$ cat config.mk
export PLATFORM = sky130hd
export DESIGN_NAME = arb_rr_ctrl
export DESIGN_NICKNAME = d
export VERILOG_FILES = /design/src/rtl/arb_rr_ctrl.sv
export SDC_FILE = /design/constraint.sdc
export NUM_CORES = 1
export LEC_CHECK = 0
export BUFFER_PORTS_ARGS = -buffer_cell sky130_fd_sc_hd__buf_4
export CORE_UTILIZATION = 30
export CTS_CLUSTER_SIZE = 12
export DETAILED_ROUTE_END_ITERATION = 7
export GPL_ROUTABILITY_DRIVEN = 0
export GPL_TIMING_DRIVEN = 0
export HOLD_SLACK_MARGIN = 0.06
export MAX_ROUTING_LAYER = met4
export PLACE_DENSITY = 0.47
export SLEW_MARGIN = 20
export SYNTH_ARGS = -nofsm -noshare
export SYNTH_HDL_FRONTEND = slang
export SYNTH_SLANG_ARGS = --single-unit
$ cat constraint.sdc
create_clock -name clk -period 5.95 [get_ports clk]
set_clock_uncertainty 0.15 [all_clocks]
set_input_delay 0.8925 -clock clk [delete_from_list [all_inputs] [get_ports clk]]
set_output_delay 0.8925 -clock clk [all_outputs]
set_load 0.01 [all_outputs]
$ cat src/rtl/arb_rr_ctrl.sv
// -----------------------------------------------------------------------------
// arb_rr_ctrl
//
// Round-robin front end for NREQ local requesters that share one resource.
// The resource sits behind an upstream arbiter that uses a four-phase rc/gc
// handshake. When the block is idle it picks the next requester in round-robin
// order. It then raises rc_o and waits for gc_i. If the chosen requester is
// still requesting at that point, it receives a one-hot grant, which it keeps
// until it drops its request. The handshake always finishes with a release
// phase, in which the block waits for gc_i to return low.
//
// Ports
//   clk      : single clock, all state on the rising edge
//   rst_n    : asynchronous active-low reset
//   req_i    : per-requester level request (NREQ bits)
//   gnt_o    : per-requester grant, one-hot or zero (NREQ bits)
//   rc_o     : request to the shared-resource arbiter
//   gc_i     : grant from the shared-resource arbiter
//   owner_o  : index of the current or most recent owner (IDXW bits)
//   busy_o   : high in any state other than IDLE
//
// Build option
//   ARB_INPUT_SYNC_EN : when defined, req_i and gc_i each pass through a
//                       two-flop synchronizer before the FSM uses them. Every
//                       handshake latency grows by two cycles.
// -----------------------------------------------------------------------------
module arb_rr_ctrl #(
  parameter int NREQ = 4,
  parameter int IDXW = 2
) (
  input  logic            clk,
  input  logic            rst_n,
  input  logic [NREQ-1:0] req_i,
  output logic [NREQ-1:0] gnt_o,
  output logic            rc_o,
  input  logic            gc_i,
  output logic [IDXW-1:0] owner_o,
  output logic            busy_o
);

  typedef enum logic [1:0] {
    IDLE    = 2'd0,
    RES_REQ = 2'd1,
    GRANT   = 2'd2,
    RELEASE = 2'd3
  } state_t;

  localparam logic [NREQ-1:0] ONE_HOT0 = {{(NREQ-1){1'b0}}, 1'b1};

  state_t          state;
  logic [IDXW-1:0] ptr;      // last requester that actually received a grant
  logic            granted;  // a grant was issued in the current transaction

  // Versions of the inputs that the FSM is allowed to look at.
  logic [NREQ-1:0] req_s;
  logic            gc_s;

`ifdef ARB_INPUT_SYNC_EN
  logic [NREQ-1:0] req_meta;
  logic            gc_meta;

  always_ff @(posedge clk or negedge rst_n) begin
    if (!rst_n) begin
      req_meta <= '0;
      req_s    <= '0;
      gc_meta  <= 1'b0;
      gc_s     <= 1'b0;
    end else begin
      req_meta <= req_i;
      req_s    <= req_meta;
      gc_meta  <= gc_i;
      gc_s     <= gc_meta;
    end
  end
`else
  assign req_s = req_i;
  assign gc_s  = gc_i;
`endif

  // Round-robin pick. The search starts just above the last owner and wraps
  // around. ptr resets to NREQ-1, so requester 0 has highest priority after reset.
  logic            found;
  logic [IDXW-1:0] winner;

  always_comb begin
    // NOTE: every variable written here gets a default first; otherwise a path
    // that does not assign it would infer a latch.
    found  = 1'b0;
    winner = '0;
    for (int i = 1; i <= NREQ; i++) begin
      int idx;
      idx = (int'(ptr) + i) % NREQ;
      if (!found && req_s[IDXW'(idx)]) begin
        found  = 1'b1;
        winner = IDXW'(idx);
      end
    end
  end

  // NOTE: sequential state uses non-blocking assignments only, so every flop
  // samples the values from before the edge regardless of statement order.
  always_ff @(posedge clk or negedge rst_n) begin
    if (!rst_n) begin
      state   <= IDLE;
      gnt_o   <= '0;
      rc_o    <= 1'b0;
      busy_o  <= 1'b0;
      owner_o <= '0;
      ptr     <= IDXW'(NREQ - 1);
      granted <= 1'b0;
    end else begin
      case (state)
        IDLE: begin
          // gc_i is deliberately ignored here; only requests start a transaction.
          if (found) begin
            owner_o <= winner;
            rc_o    <= 1'b1;
            busy_o  <= 1'b1;
            granted <= 1'b0;
            state   <= RES_REQ;
          end
        end
        RES_REQ: begin
          if (gc_s) begin
            if (req_s[owner_o]) begin
              gnt_o   <= ONE_HOT0 << owner_o;
              granted <= 1'b1;
              state   <= GRANT;
            end else begin
              // The owner gave up before the resource arrived. The resource
              // is handed straight back and no grant is issued.
              rc_o  <= 1'b0;
              state <= RELEASE;
            end
          end
        end
        GRANT: begin
          if (!req_s[owner_o]) begin
            gnt_o <= '0;
            rc_o  <= 1'b0;
            state <= RELEASE;
          end
        end
        RELEASE: begin
          if (!gc_s) begin
            // The pointer moves only when someone was actually served, so an
            // aborted requester keeps its place in the rotation.
            if (granted) ptr <= owner_o;
            busy_o <= 1'b0;
            state  <= IDLE;
          end
        end
        default: state <= IDLE;
      endcase
    end
  end

endmodule

==> results.ini <==
[synthesis]
synth_cell_type_count=28
yosysWarnings=0
synth_top_area_share=0.3395
synth_xor_area_frac=0
synth_commonest_cells=dfrtp_1 (11), mux2_2 (9), nor2_1 (7), o21ai_0 (6)
netlist_instances=79
synthMuxAreaShare=0.1651
synth_area_um2=810.8
synthAdderAreaFrac=0.07716
ys_ff_latch=13
seq_area_frac_synth=0.4043
synth_edf_count=0
ys_top_cells_by_area=dfrtp_1 (34%), mux2_2 (13%), ha_1 (7.7%), dfstp_2 (6.5%), o21ai_0 (3.7%)
synth_top_family_by_area=simple AND/OR/NAND/NOR gates
syn_area_per_cell_um2=10.26
synthDominantAreaCellType=dfrtp_1
yosys_most_used_dff=dfrtp_1
ys_async_sr_fraction=1.000
synth.most_common_cell=dfrtp_1
synth_compound_area_frac=0.1605
synth_simple_gate_area_frac=0.1698
synth_fp_nets=91

[global_routing]
grt_max_degree=14
grt_util_met2=0.2407
gr-usage-met3=0.01695
use_met1=0.1738
grt_overflow=0
grt_pass1_vias=647
grt_util_all_layers=0.1462
grt_pass1_wl_um=2911
busiest_layer=met2
antenna_found_initial=0

[floorplan]
ios=15
rows=18
core-area_mm2=0.002522
start_util=0.3214
dieArea_mm2=0.002914
fp.dieH_um=53.99
die_x_um=53.99

[routing]
first_pass_iters=4
via_per_inst=5.024
wl_per_cell_um=13.33
vias=638
drc=0
drt_iter0_drc=4
drtAntennaViolNets=0
wl_um=1693

[power_and_ir_drop]
power_density_mw_per_mm2=491.4
power_frac_comb=0.522
leakagePower_nw=0.4255
seq_power_share=0.368
power_w=0.0004814
internal_power_w=0.0002931
netSwitchingFraction=0.3911
power.switching_w=0.0001883
p_clk_frac=0.110
peakVddDrop_mv=0.2607

[final_layout]
synthToLayoutAreaGrowth_pct=20.83
multiInputGateArea_um2=464.2
nets=110
antennaDiodeCount=0
fin_util=0.3884
n_fill_cell=275
regArea_um2=327.8
final_layout_size_suffix_gt1_frac=0.3093

[flow_run]
cap_violations=0

[clock_network]
root_buffer=clkbuf_4
cts.htree.levels=1
clkTransAtPathRegs_ns=0.08
cts_resized=0
cts_num_sinks=13
clock_path_buffers=2
cts_made_buffers=3
cts.hold.buffers_added=0
clk_latency_ns=0.27
postCtsSetupRepairBufs=0
cts_tree=built

[setup_path]
worstPathCellList=buf_4, mux4_2, a221o_1, o41a_1
path_delay_family=compound AO/OA/AOI/OAI gates
critPathMaxFanout=8
max_stage_delay_ns=0.54
reg2reg_slack_ns=3.82
cp-end-kind=flop
startpoint_type=input port
crit_type=in2reg
cp_slowest_cell=mux4_2
crit_buf_inv=1
worstPathArrival_ns=2.33
cp.required_ns=5.96

[status]
status=finished, final reports clean

[sta]
setup_tns_ns=0
fin_crit_sh=0.3905
worst_pin_slew_ns=0.5609
grt_setup_unrepaired=false
max_freq_mhz=430.3
slew_headroom=0.6226
setup_viol_count_final=0
fin_crit_ns=2.324
slew_viol_final=0
hold_viol_final=0

[hold_path]
min_path_type=in2async

[placed_design]
dp_hpwl_um=1271
io_buffers=14

-- worst reg2reg max path, cell delays in order (launching register included) --
cell	delay (ns)
dfrtp_1	0.50
mux4_2	0.63
a221o_1	0.37
o41a_1	0.38
-- stage by stage --
step           cells  area (um2)  hold slack, ns  setup WS [ns]
2_1_floorplan     79       810.8          0.3494          3.577
3_3_place_gp     123       953.4          0.3437          3.342
3_5_place_dp     123       953.4          0.3522          3.338
4_1_cts          127       979.7          0.2978          3.619
5_1_grt          127       979.7          0.2954          3.543
6_report         127       979.7          0.2981          3.626
-- area by class of cell --
| cell class | count | area share |
|---|---|---|
| Sequential cell | 13 | 0.3346 |
| Inverter | 5 | 0.01916 |
| Clock buffer | 4 | 0.02682 |
| Tap cell | 30 | 0.03831 |
| Timing Repair Buffer | 14 | 0.1073 |
| Multi-Input combinational cell | 61 | 0.4738 |
-- routing by layer --
metal	wire, um	up-vias
met5	0	-
met3	47	2
met4	19	0
li1	-	327
met1	851	301
met2	775	8
-- placed cells by master, fill, tap and decap left out, types with 2 or more instances in the layout --
| cell type | n |
|---|---|
| a211oi_1 | 2 |
| a21oi_1 | 5 |
| buf_4 | 14 |
| clkbuf_4 | 3 |
| dfrtp_1 | 11 |
| dfstp_2 | 2 |
| ha_1 | 5 |
| inv_1 | 5 |
| mux2_2 | 9 |
| nand2_1 | 2 |
| nand2b_1 | 2 |
| nor2_1 | 7 |
| nor2b_1 | 3 |
| nor3_1 | 4 |
| nor3b_1 | 2 |
| o21ai_0 | 6 |
-- flip-flops by register name, indices dropped and copies added (netlist names) --
| signal | count |
|---|---|
| gnt_o | 4 |
| granted | 1 |
| owner_o | 2 |
| ptr | 2 |
| rc_o | 1 |
| state | 2 |
| busy_o | 1 |
-- cell families after synthesis --
logic type | count (synthesis)
mux | 11
buf+inv | 5
simple gates | 25
fa+ha+maj | 5
compound gates | 20
flops | 13
-- power by group through the flow --
stage / registers, W / logic (W) / clock network, W
after floorplan: 0.000178 / 0.000168 / 0
after global placement: 0.000178 / 0.000252 / 0
after detailed placement: 0.000179 / 0.000255 / 0
after CTS: 0.000177 / 0.000255 / 0.0000562
after global routing: 0.000186 / 0.000284 / 0.0000606
final: 0.000177 / 0.000251 / 0.0000531
-- path summary, 6_finish.rpt --
path	start	to	depth (start not counted)
setup / recovery	req_i[2]	state[0]	4
hold / removal	rst_n	rc_o	1
setup reg to reg	owner_o[0]	state[0]	3
hold reg to reg	gnt_o[3]	gnt_o[3]	1
max in group asynchronous	rst_n	ptr[0]	1
min in group clk	gnt_o[3]	gnt_o[3]	1
Note: power is estimated with default switching activity, not from simulation.
